--- src/rtl/time_set_controller.sv ---
// time_set_controller
// Turns debounced front-panel buttons into an hour/minute/second edit session.
// The session ends in a one-cycle commit strobe toward the clock keeper.
//
// Handshake: set_time is a one-cycle valid strobe with no ready. input_hour,
// input_min and input_sec are qualified by set_time and hold their last
// committed values at all other times. The receiver must accept on that cycle.
module time_set_controller #(
  parameter int TIMEOUT      = 1000,
  parameter int REPEAT_DELAY = 8,
  parameter int REPEAT_RATE  = 4
) (
  input  logic       clk,
  input  logic       reset,
  input  logic       btn_mode,
  input  logic       btn_up,
  input  logic       btn_down,
  input  logic       btn_cancel,
  input  logic [7:0] current_24_hour,
  input  logic [7:0] current_24_min,
  input  logic [7:0] current_24_sec,
  output logic       set_time,
  output logic [7:0] input_hour,
  output logic [7:0] input_min,
  output logic [7:0] input_sec,
  output logic       editing,
  output logic [1:0] edit_field,
  output logic [7:0] edit_hour,
  output logic [7:0] edit_min,
  output logic [7:0] edit_sec,
  output logic [2:0] dbg_state
);

  typedef enum logic [2:0] {
    S_IDLE      = 3'd0,
    S_EDIT_HOUR = 3'd1,
    S_EDIT_MIN  = 3'd2,
    S_EDIT_SEC  = 3'd3,
    S_COMMIT    = 3'd4
  } state_t;

  localparam logic [15:0] TIMEOUT_LAST = 16'(TIMEOUT - 1);
  localparam logic [15:0] DELAY_CNT    = 16'(REPEAT_DELAY);
  localparam logic [15:0] RATE_CNT     = 16'(REPEAT_RATE);

  state_t      state_q, state_d;

  logic        mode_prev_q, up_prev_q, down_prev_q, cancel_prev_q;
  logic        press_mode, press_up, press_down, press_cancel, any_press;

  logic [15:0] idle_cnt_q, idle_cnt_d;
  logic [15:0] hold_cnt_q, hold_cnt_d;
  logic        armed_q, armed_d;
  logic        rate_phase_q, rate_phase_d;

  logic        in_edit, stay_edit, timed_out, one_held;
  logic        press_step, repeat_step, step;

  logic [7:0]  edit_hour_q, edit_hour_d;
  logic [7:0]  edit_min_q, edit_min_d;
  logic [7:0]  edit_sec_q, edit_sec_d;
  logic [7:0]  input_hour_q, input_hour_d;
  logic [7:0]  input_min_q, input_min_d;
  logic [7:0]  input_sec_q, input_sec_d;
  logic        set_time_q, set_time_d;
  logic        editing_q, editing_d;
  logic [1:0]  edit_field_q, edit_field_d;

  function automatic logic is_edit(input state_t s);
    return (s == S_EDIT_HOUR) || (s == S_EDIT_MIN) || (s == S_EDIT_SEC);
  endfunction

  // One wrap-around step of a field whose legal range is 0..max_v.
  function automatic logic [7:0] step_val(input logic [7:0] v,
                                          input logic [7:0] max_v,
                                          input logic       up);
    logic [7:0] r;
    if (up) r = (v >= max_v) ? 8'd0 : v + 8'd1;
    else    r = (v == 8'd0) ? max_v : v - 8'd1;
    return r;
  endfunction

  // Rising-edge detection against the previous-cycle button levels.
  always_comb begin
    press_mode   = btn_mode & ~mode_prev_q;
    press_up     = btn_up & ~up_prev_q;
    press_down   = btn_down & ~down_prev_q;
    press_cancel = btn_cancel & ~cancel_prev_q;
    any_press    = press_mode | press_up | press_down | press_cancel;
    in_edit      = is_edit(state_q);
    timed_out    = in_edit && (idle_cnt_q == TIMEOUT_LAST);
  end

  // State register.
  always_ff @(posedge clk) begin
    if (reset) state_q <= S_IDLE;
    else       state_q <= state_d;
  end

  // Next state: cancel beats mode, mode beats timeout; COMMIT is a single cycle.
  always_comb begin
    state_d = state_q;
    case (state_q)
      S_IDLE: begin
        if (press_mode) state_d = S_EDIT_HOUR;
      end
      S_EDIT_HOUR: begin
        if (press_cancel)    state_d = S_IDLE;
        else if (press_mode) state_d = S_EDIT_MIN;
        else if (timed_out)  state_d = S_IDLE;
      end
      S_EDIT_MIN: begin
        if (press_cancel)    state_d = S_IDLE;
        else if (press_mode) state_d = S_EDIT_SEC;
        else if (timed_out)  state_d = S_IDLE;
      end
      S_EDIT_SEC: begin
        if (press_cancel)    state_d = S_IDLE;
        else if (press_mode) state_d = S_COMMIT;
        else if (timed_out)  state_d = S_IDLE;
      end
      S_COMMIT: state_d = S_IDLE;
      default:  state_d = S_IDLE;
    endcase
  end

  // Step generation: press edge steps at once; holding arms a delay phase of
  // REPEAT_DELAY cycles followed by a rate phase of REPEAT_RATE cycles per step.
  // hold_cnt holds the number of cycles since the last step in the current phase.
  always_comb begin
    stay_edit    = in_edit && (state_d == state_q);
    one_held     = btn_up ^ btn_down;
    press_step   = stay_edit && one_held && (press_up || press_down);
    repeat_step  = 1'b0;
    armed_d      = 1'b0;
    rate_phase_d = 1'b0;
    hold_cnt_d   = '0;
    if (press_step) begin
      armed_d    = 1'b1;
      hold_cnt_d = 16'd1;
    end else if (stay_edit && one_held && armed_q) begin
      armed_d      = 1'b1;
      rate_phase_d = rate_phase_q;
      if (!rate_phase_q && (hold_cnt_q == DELAY_CNT)) begin
        repeat_step  = 1'b1;
        rate_phase_d = 1'b1;
        hold_cnt_d   = 16'd1;
      end else if (rate_phase_q && (hold_cnt_q == RATE_CNT)) begin
        repeat_step = 1'b1;
        hold_cnt_d  = 16'd1;
      end else begin
        hold_cnt_d = hold_cnt_q + 16'd1;
      end
    end
    step = press_step | repeat_step;
  end

  // Inactivity counter: cleared on entering an edit field and on any activity.
  always_comb begin
    if (!is_edit(state_d) || (state_d != state_q)) idle_cnt_d = '0;
    else if (any_press || step)                    idle_cnt_d = '0;
    else                                           idle_cnt_d = idle_cnt_q + 16'd1;
  end

  // Working values: snapshot live time on session start, then step the active field.
  always_comb begin
    edit_hour_d = edit_hour_q;
    edit_min_d  = edit_min_q;
    edit_sec_d  = edit_sec_q;
    if ((state_q == S_IDLE) && (state_d == S_EDIT_HOUR)) begin
      edit_hour_d = (current_24_hour > 8'd23) ? 8'd0 : current_24_hour;
      edit_min_d  = (current_24_min > 8'd59) ? 8'd0 : current_24_min;
      edit_sec_d  = (current_24_sec > 8'd59) ? 8'd0 : current_24_sec;
    end else if (step) begin
      case (state_q)
        S_EDIT_HOUR: edit_hour_d = step_val(edit_hour_q, 8'd23, btn_up);
        S_EDIT_MIN:  edit_min_d  = step_val(edit_min_q, 8'd59, btn_up);
        S_EDIT_SEC:  edit_sec_d  = step_val(edit_sec_q, 8'd59, btn_up);
        default: ;
      endcase
    end
  end

  // Registered outputs derived from the state being entered.
  always_comb begin
    editing_d    = is_edit(state_d);
    set_time_d   = (state_d == S_COMMIT);
    edit_field_d = 2'd0;
    case (state_d)
      S_EDIT_HOUR: edit_field_d = 2'd1;
      S_EDIT_MIN:  edit_field_d = 2'd2;
      S_EDIT_SEC:  edit_field_d = 2'd3;
      default:     edit_field_d = 2'd0;
    endcase
    input_hour_d = set_time_d ? edit_hour_q : input_hour_q;
    input_min_d  = set_time_d ? edit_min_q : input_min_q;
    input_sec_d  = set_time_d ? edit_sec_q : input_sec_q;
  end

  // Datapath and output registers.
  always_ff @(posedge clk) begin
    if (reset) begin
      mode_prev_q   <= 1'b0;
      up_prev_q     <= 1'b0;
      down_prev_q   <= 1'b0;
      cancel_prev_q <= 1'b0;
      idle_cnt_q    <= '0;
      hold_cnt_q    <= '0;
      armed_q       <= 1'b0;
      rate_phase_q  <= 1'b0;
      edit_hour_q   <= '0;
      edit_min_q    <= '0;
      edit_sec_q    <= '0;
      input_hour_q  <= '0;
      input_min_q   <= '0;
      input_sec_q   <= '0;
      set_time_q    <= 1'b0;
      editing_q     <= 1'b0;
      edit_field_q  <= 2'd0;
    end else begin
      mode_prev_q   <= btn_mode;
      up_prev_q     <= btn_up;
      down_prev_q   <= btn_down;
      cancel_prev_q <= btn_cancel;
      idle_cnt_q    <= idle_cnt_d;
      hold_cnt_q    <= hold_cnt_d;
      armed_q       <= armed_d;
      rate_phase_q  <= rate_phase_d;
      edit_hour_q   <= edit_hour_d;
      edit_min_q    <= edit_min_d;
      edit_sec_q    <= edit_sec_d;
      input_hour_q  <= input_hour_d;
      input_min_q   <= input_min_d;
      input_sec_q   <= input_sec_d;
      set_time_q    <= set_time_d;
      editing_q     <= editing_d;
      edit_field_q  <= edit_field_d;
    end
  end

  assign set_time   = set_time_q;
  assign input_hour = input_hour_q;
  assign input_min  = input_min_q;
  assign input_sec  = input_sec_q;
  assign editing    = editing_q;
  assign edit_field = edit_field_q;
  assign edit_hour  = edit_hour_q;
  assign edit_min   = edit_min_q;
  assign edit_sec   = edit_sec_q;
  assign dbg_state  = state_q;

endmodule

--- config.mk ---
export PLATFORM = sky130hd
export DESIGN_NAME = time_set_controller
export DESIGN_NICKNAME = d
export VERILOG_FILES = /design/src/rtl/time_set_controller.sv
export SDC_FILE = /design/constraint.sdc
export NUM_CORES = 1
export LEC_CHECK = 0
export CAP_MARGIN = 40
export CORE_MARGIN = 2
export CORE_UTILIZATION = 57
export DETAILED_ROUTE_END_ITERATION = 6
export PLACE_DENSITY_LB_ADDON = 0.08
export SKIP_LAST_GASP = 1
export SLEW_MARGIN = 40
export SYNTH_ARGS = -nofsm -noshare
export SYNTH_HDL_FRONTEND = slang
export SYNTH_SLANG_ARGS = --single-unit
--- constraint.sdc ---
create_clock -name clk -period 7.76 [get_ports clk]
set_clock_uncertainty 0.05 [all_clocks]
set_input_delay 0.776 -clock clk [delete_from_list [all_inputs] [get_ports clk]]
set_output_delay 0.776 -clock clk [all_outputs]
set_load 0.02 [all_outputs]
==> results of run 1 <==
==> logic make-up after synthesis <==
kind of cell | synth area share
fa+ha+maj | 0.0329
compound gates | 0.191
flops | 0.383
mux | 0.0144
xor+xnor | 0.0558
simple gates | 0.276
buf+inv | 0.0468
==> per-layer routing <==
| layer | wire (um) | GRT usage |
|---|---|---|
| met5 | 0 | 0 |
| met2 | 6270 | 0.488 |
| met1 | 5420 | 0.372 |
| met4 | 323 | 0.107 |
| met3 | 868 | 0.0407 |
==> area by class of cell <==
| cell class | count | area, um^2 |
|---|---|---|
| Multi-Input combinational cell | 472 | 2800 |
| Fill cell | 661 | 2320 |
| Sequential cell | 93 | 1860 |
| Timing Repair Buffer | 87 | 863 |
| Tap cell | 105 | 131 |
| Clock buffer | 9 | 124 |
| Inverter | 21 | 78.8 |
| Clock inverter | 7 | 75.1 |
==> worst max-delay path: stages <==
cell	delay [ns]
clkdlybuf4s50_1	0.45
buf_4	0.33
inv_2	0.16
o22ai_1	0.40
a31oi_2	0.20
or4b_1	0.64
or4_1	0.54
a21oi_1	0.14
==> cell usage in the layout (no fill, tap or decap), types with 4 or more instances in the layout <==
master,instances
nand2_1,93
dfxtp_1,93
clkdlybuf4s50_1,84
nor2_1,64
a21oi_1,54
o21ai_0,28
xor2_1,22
nand3_1,21
inv_1,20
nand4_1,16
nor3_1,15
a31oi_1,13
ha_1,12
and3_1,11
xnor2_1,9
clkbuf_8,9
or3_1,8
a22oi_1,7
mux2i_1,7
or4_1,6
nor2b_1,6
and2_1,6
a211oi_1,6
nor4_1,4
==> metrics by stage <==
step                      worst slack [ns]  power [W]  cells  area, um^2
after global routing                  4.11   0.000980    794        5940
after detailed placement              4.01   0.000629    778        5710
after global placement                4.07   0.000627    778        5710
final                                 4.33   0.000945    794        5940
after floorplan                       4.96   0.000581    621        4860
after CTS                             4.39   0.000946    794        5910
==> where the power goes <==
part / internal [W] / switching [W]
sequential: 0.000484 / 0.0000167
combinational: 0.0000531 / 0.0000687
clock: 0.000128 / 0.000195
total: 0.000665 / 0.000280
==> sequential cells by signal, indices dropped and copies added (netlist names), 2 cells and up <==
name,count
hold_cnt_q,16
idle_cnt_q,16
edit_hour,8
edit_min,8
edit_sec,8
input_hour,8
input_min,8
input_sec,8
dbg_state,3
edit_field,2
==> worst min path at each step <==
stage | start | to | slack, ns
final | input_sec[7] | input_sec[7] | 0.41
after global routing | input_min[5] | input_min[5] | 0.43
after CTS | input_hour[1] | input_hour[1] | 0.41
after detailed placement | input_hour[1] | input_hour[1] | 0.40
after global placement | input_hour[0] | input_hour[0] | 0.39
after floorplan | idle_cnt_q[0] | idle_cnt_q[0] | 0.39
==> summary.txt, run 1 <==
Status
  – Status: finished, final reports clean

Logic synthesis
  – Synth Area per Inst: 7.83 um^2
  – Synth area leader: dfxtp_1
  – Synth Cell Area: 4860 um^2
  – Async S/R FF share, synth: 0
  – Synth warn: 0
  – Post-Synthesis Cells: 621
  – Sequential-to-total area share from yosys stat: 0.383
  – Mapped Nets: 663
  – Area contributors post-synth: dfxtp_1 38%, nand2_1 7.2%, a21oi_1 5.6%
  – Post-synth EDFFs: 0
  – Netlist cell types: 66
  – Main synth FF type: dfxtp_1
  – Commonest cells post-synth: 93 x dfxtp_1, 93 x nand2_1, 64 x nor2_1
  – Flops & latches, synth: 93
  – Synth top area share: 0.383

Worst setup path
  – Crit path to: edit_min[6]
  – Reg2Reg Capture Point: edit_min[6]
  – Crit start category: input port
  – Crit-path max FO: 34
  – RR Startpoint: dbg_state[0]
  – Crit path DAT: 3.66 ns
  – Required time of the critical path: 7.99 ns
  – Setup crit end kind: flop
  – Setup CP Type: in -> reg
  – R2r setup slk: 4.71 ns
  – Worst reg2reg path depth: 6
  – Crit path launch: btn_up

Floorplanning
  – Core ar.: 8260 um^2
  – Full die area: 9290 um^2
  – Die width: 96.4 um
  – Initial Util: 0.589
  – # rows: 33
  – IO Count: 85
  – Die H: 96.4 um

Timing
  – Final worst-path cycle share: 0.442
  – Achievable Freq: 291 MHz
  – Max Slew Vio Count: 0
  – Final Hold Vio Count: 0
  – Setup TNS Final: 0 ns
  – Unrepaired setup endpoints after global routing: false
  – Minimum clock period: 3.43 ns
  – Slew headroom: 0.441
  – Final hold slack: 0.410 ns
  – Final setup fails: 0
  – Slew @ Worst Pin: 0.831 ns

Global routing
  – Pin count of the biggest net entering global routing: 40
  – Gr usage total: 0.288
  – Initial antenna violation count: 0
  – Vias in the first global route: 4470
  – GRT overflow: 0
  – First-pass GRT wire length: 21000 um

Placed design
  – Port buffer count: 84
  – GPL Wtd Cong: 0.894
  – Post-DP HPWL: 9200 um

Clock network
  – # clock sinks: 93
  – H-Tree Depth: 3
  – CTS root buffer: clkbuf_8
  – Clock Path Buffers: 2
  – Clock slew at reported path FFs: 0.10 ns
  – Clock Latency Late Sink: 0.36 ns
  – TritonCTS Buffers: 9
  – CTS tree: yes
  – Post-CTS setup buffer count: 0
  – Post-CTS resize count: 0
  – Hold-fix buffers, CTS: 0

Flow run
  – Max cap viols: 0

Route
  – Iteration-0 DRC Markers: 316
  – DRT Pass-1 Iters: 7
  – Wire per inst: 16.2 um
  – Residual DRC: 0
  – Vias: 4858
  – Routed wire length: 12900 um
  – Vias per cell: 6.12
  – ANT nets after route: 0

Cells and area
  – Final nets: 726
  – Ant. Diodes: 0
  – Share of post-route cells with drive strength above 1: 0.0450
  – Final design utilization: 0.719
  – Synth-to-layout area growth: 22.1%

Hold path
  – Hold path depth: 2
  – Worst Hold Class: reg -> reg

Power and ir drop
  – Leakage power total: 2.04 nW
  – Worst IR drop on VDD: 0.000116 V
  – Power density over the cells: 159 nW/um^2
Note: power is estimated with default switching activity, not from simulation.
==> run 2, diff against run 1 <==
CORE_UTILIZATION = 48   (was 57)
clock period = 3 ns   (was 7.76 ns; I/O delays follow)
==> run 2 against run 1 <==
Final area up 2.0%. Die area rose by 18%. Largest cell class unchanged. Critical endpoint unchanged. Sequential power rose to 2.6 times the previous value. Utilization is 10 points lower. Register-to-register slack worse by 4.5 ns. Clock power grew 140%. Via count is 1.0% lower. Worst setup slack got worse by 4.1 ns. Hold slack got worse by 0.0025 ns. Final cell count increased by 5.7%. Global-route usage shrank 5.7 points.
==> summary.txt, run 2 (synthesis gave the netlist of run 1 again) <==
Clock network
  – Post-CTS resize count: 0 (unchanged)
  – Hold-fix buffers, CTS: 0 (unchanged)
  – Clock slew at reported path FFs: 0.10 ns (about the same)
  – H-Tree Depth: 3 (unchanged)
  – CTS root buffer: clkbuf_8
  – # clock sinks: 93 (unchanged)
  – CTS tree: yes
  – TritonCTS Buffers: 9 (unchanged)
  – Post-CTS setup buffer count: 0 (unchanged)
  – Clock Latency Late Sink: 0.37 ns (about the same)
  – Clock Path Buffers: 2 (unchanged)

Cells and area
  – Design Area, Final: 6060 um^2 (+2.0%)
  – Ant. Diodes: 0 (unchanged)
  – Final design utilization: 0.617 (-0.102)
  – Synth-to-layout area growth: 24.6%
  – Final nets: 743 (+2.3%)
  – Largest registers: hold_cnt_q: 16 flops, idle_cnt_q: 16 flops
  – Most frequent cells in the layout: 93 x nand2_1, 93 x dfxtp_1, 84 x clkdlybuf4s50_1
  – Share of post-route cells with drive strength above 1: 0.0652 (+0.0202)
  – Final cell count without fillers: 839 (+5.7%)
  – Fillcell total: 953 (+44%)

Timing
  – Minimum clock period: 2.76 ns
  – Slew headroom: 0.451 (+0.0103)
  – Max Slew Vio Count: 0 (unchanged)
  – Achievable Freq: 363 MHz
  – Slew @ Worst Pin: 0.817 ns (-0.0141 ns)
  – Final setup fails: 0 (unchanged)
  – Setup TNS Final: 0 ns (unchanged)
  – Unrepaired setup endpoints after global routing: false
  – Final worst-path cycle share: 0.919
  – Final Hold Vio Count: 0 (unchanged)

Hold path
  – Hold path depth: 2 (unchanged)
  – Hold Path Sink: input_hour[2]
  – Min-delay src: input_hour[2]
  – Worst Hold Class: reg -> reg

Global routing
  – GR Util met1: 0.289 (-0.0830)
  – Grt met3 use: 0.0543 (+0.0136)
  – Gr usage total: 0.231 (-0.0568)
  – Initial antenna violation count: 0 (unchanged)
  – Busiest layer in global routing: met2
  – GRT overflow: 0 (unchanged)
  – First-pass GRT wire length: 21000 um (-0.17%)
  – Pin count of the biggest net entering global routing: 33 (-18%)
  – Vias in the first global route: 4387 (-1.9%)
  – Met2 usage: 0.385 (-0.104)

Floorplanning
  – Die H: 105 um (+8.6%)
  – Die width: 105 um (+8.6%)
  – # rows: 36 (+9.1%)
  – Core ar.: 9820 um^2 (+19%)
  – IO Count: 85 (unchanged)
  – Initial Util: 0.495 (-0.0936)
  – Full die area: 11000 um^2 (+18%)

Route
  – Iteration-0 DRC Markers: 390 (+23%)
  – Routed wire length: 12600 um (-2.2%)
  – Vias per cell: 5.73 (-6.4%)
  – Residual DRC: 0 (unchanged)
  – Wire per inst: 15.0 um (-7.4%)
  – DRT Pass-1 Iters: 6 (-1)
  – ANT nets after route: 0 (unchanged)
  – Vias: 4807 (-1.0%)

Worst setup path
  – Max incr delay on CP: 0.58 ns (-0.06 ns)
  – RR Startpoint: hold_cnt_q[0]
  – R2r setup slk: 0.24 ns (-4.47 ns)
  – Setup crit end kind: flop
  – Required time of the critical path: 3.25 ns (-4.74 ns)
  – Crit-path max FO: 7 (-79%)
  – CP max stage cell: or4b_1
  – Setup CP Type: reg -> reg
  – Crit path cell chain: inv_1 -> ha_1 -> nor4b_1 -> and4_1 -> a31oi_2 -> or4b_1 -> or4_1 -> a21oi_1
  – Worst reg2reg path depth: 8 (+2)
  – Buf+Inv Stages, Crit Path: 1 (-2)
  – Crit start category: flop
  – Crit path DAT: 3.00 ns (-0.66 ns)
  – CP delay by family, top: simple AND/OR/NAND/NOR gates
  – Reg2Reg Capture Point: edit_min[6]

Status
  – Status: finished, final reports clean

Power and ir drop
  – Worst IR drop on VDD: 0.000271 V (+130%)
  – Total power: 0.00238 W (+150%)
  – Power density over the cells: 394 nW/um^2 (+150%)
  – Leakage power total: 2.11 nW (+3.6%)

Placed design
  – Placed cells: 823 (+5.8%)
  – Area post-placement: 5880 um^2 (+2.9%)
  – GPL Wtd Cong: 0.847 (-5.3%)
  – Port buffer count: 84 (unchanged)
  – Post-DP HPWL: 9210 um (+0.10%)

Flow run
  – Max cap viols: 0 (unchanged)
[run 2: changes by cell type in the layout (fill, tap and decap cells not counted), sizes merged]
cell,change
inv,-3
clkbuf,+2
buf,+17
clkinv,+1
[run 2: layout make-up]
cell class / count / area (um^2) / share of cell area
clock buffers: 11 / 141 / 0.0233
clock inverters: 5 / 35.0 / 0.00578
inverters: 21 / 78.8 / 0.0130
multi-input cells: 472 / 2780 / 0.460
flip-flops and latches: 93 / 1860 / 0.307
well taps: 133 / 166 / 0.0275
repair buffers: 104 / 991 / 0.164
[run 2: metal layers]
metal,part of all wire,vias to the layer above
met2,0.47,187
met1,0.43,2206
met3,0.067,39
met5,0,-
li1,-,2375
met4,0.033,0
[run 2: worst min-delay path: cells and delay by family, from the launching register on]
kind | cells | cell delay (ns)
and+or+nand+nor | 1 | 0.05
AOI/OAI and AO/OA | 1 | 0.05
DFF | 1 | 0.32
[run 2: worst max path at each step]
| stage | startpoint | end | slack, ns | depth (start not counted) |
|---|---|---|---|---|
| 6_report | hold_cnt_q[0] | edit_min[6] | 0.24 | 8 |
| 5_1_grt | hold_cnt_q[0] | edit_min[6] | 0.03 | 8 |
| 4_1_cts | hold_cnt_q[0] | edit_min[6] | 0.25 | 8 |
| 3_5_place_dp | btn_cancel | edit_min[6] | 0.25 | 7 |
| 3_3_place_gp | btn_cancel | edit_sec[3] | 0.22 | 8 |
| 2_1_floorplan | hold_cnt_q[0] | edit_min[7] | 0.51 | 9 |
[run 2: through the flow]
| stage | hold WS, ns | worst slack (ns) |
|---|---|---|
| after detailed placement | 0.397 | 0.251 |
| after CTS | 0.411 | 0.253 |
| final | 0.407 | 0.242 |
| after floorplan | 0.359 | 0.513 |
| after global placement | 0.392 | 0.216 |
| after global routing | 0.427 | 0.0289 |
[run 2: power by group]
| part | total [W] | switching [W] | internal [W] | leakage, nW |
|---|---|---|---|---|
| registers | 0.00129 | 0.0000347 | 0.00125 | 0.752 |
| clock network | 0.000769 | 0.000443 | 0.000326 | 0.0897 |
| logic | 0.000330 | 0.000183 | 0.000147 | 1.27 |
==> run 3, diff against run 2 <==
HOLD_SLACK_MARGIN = 0.05   (was not set)
==> results of run 3 <==
The final DEF is identical to that of run 2; final timing and power are the same.
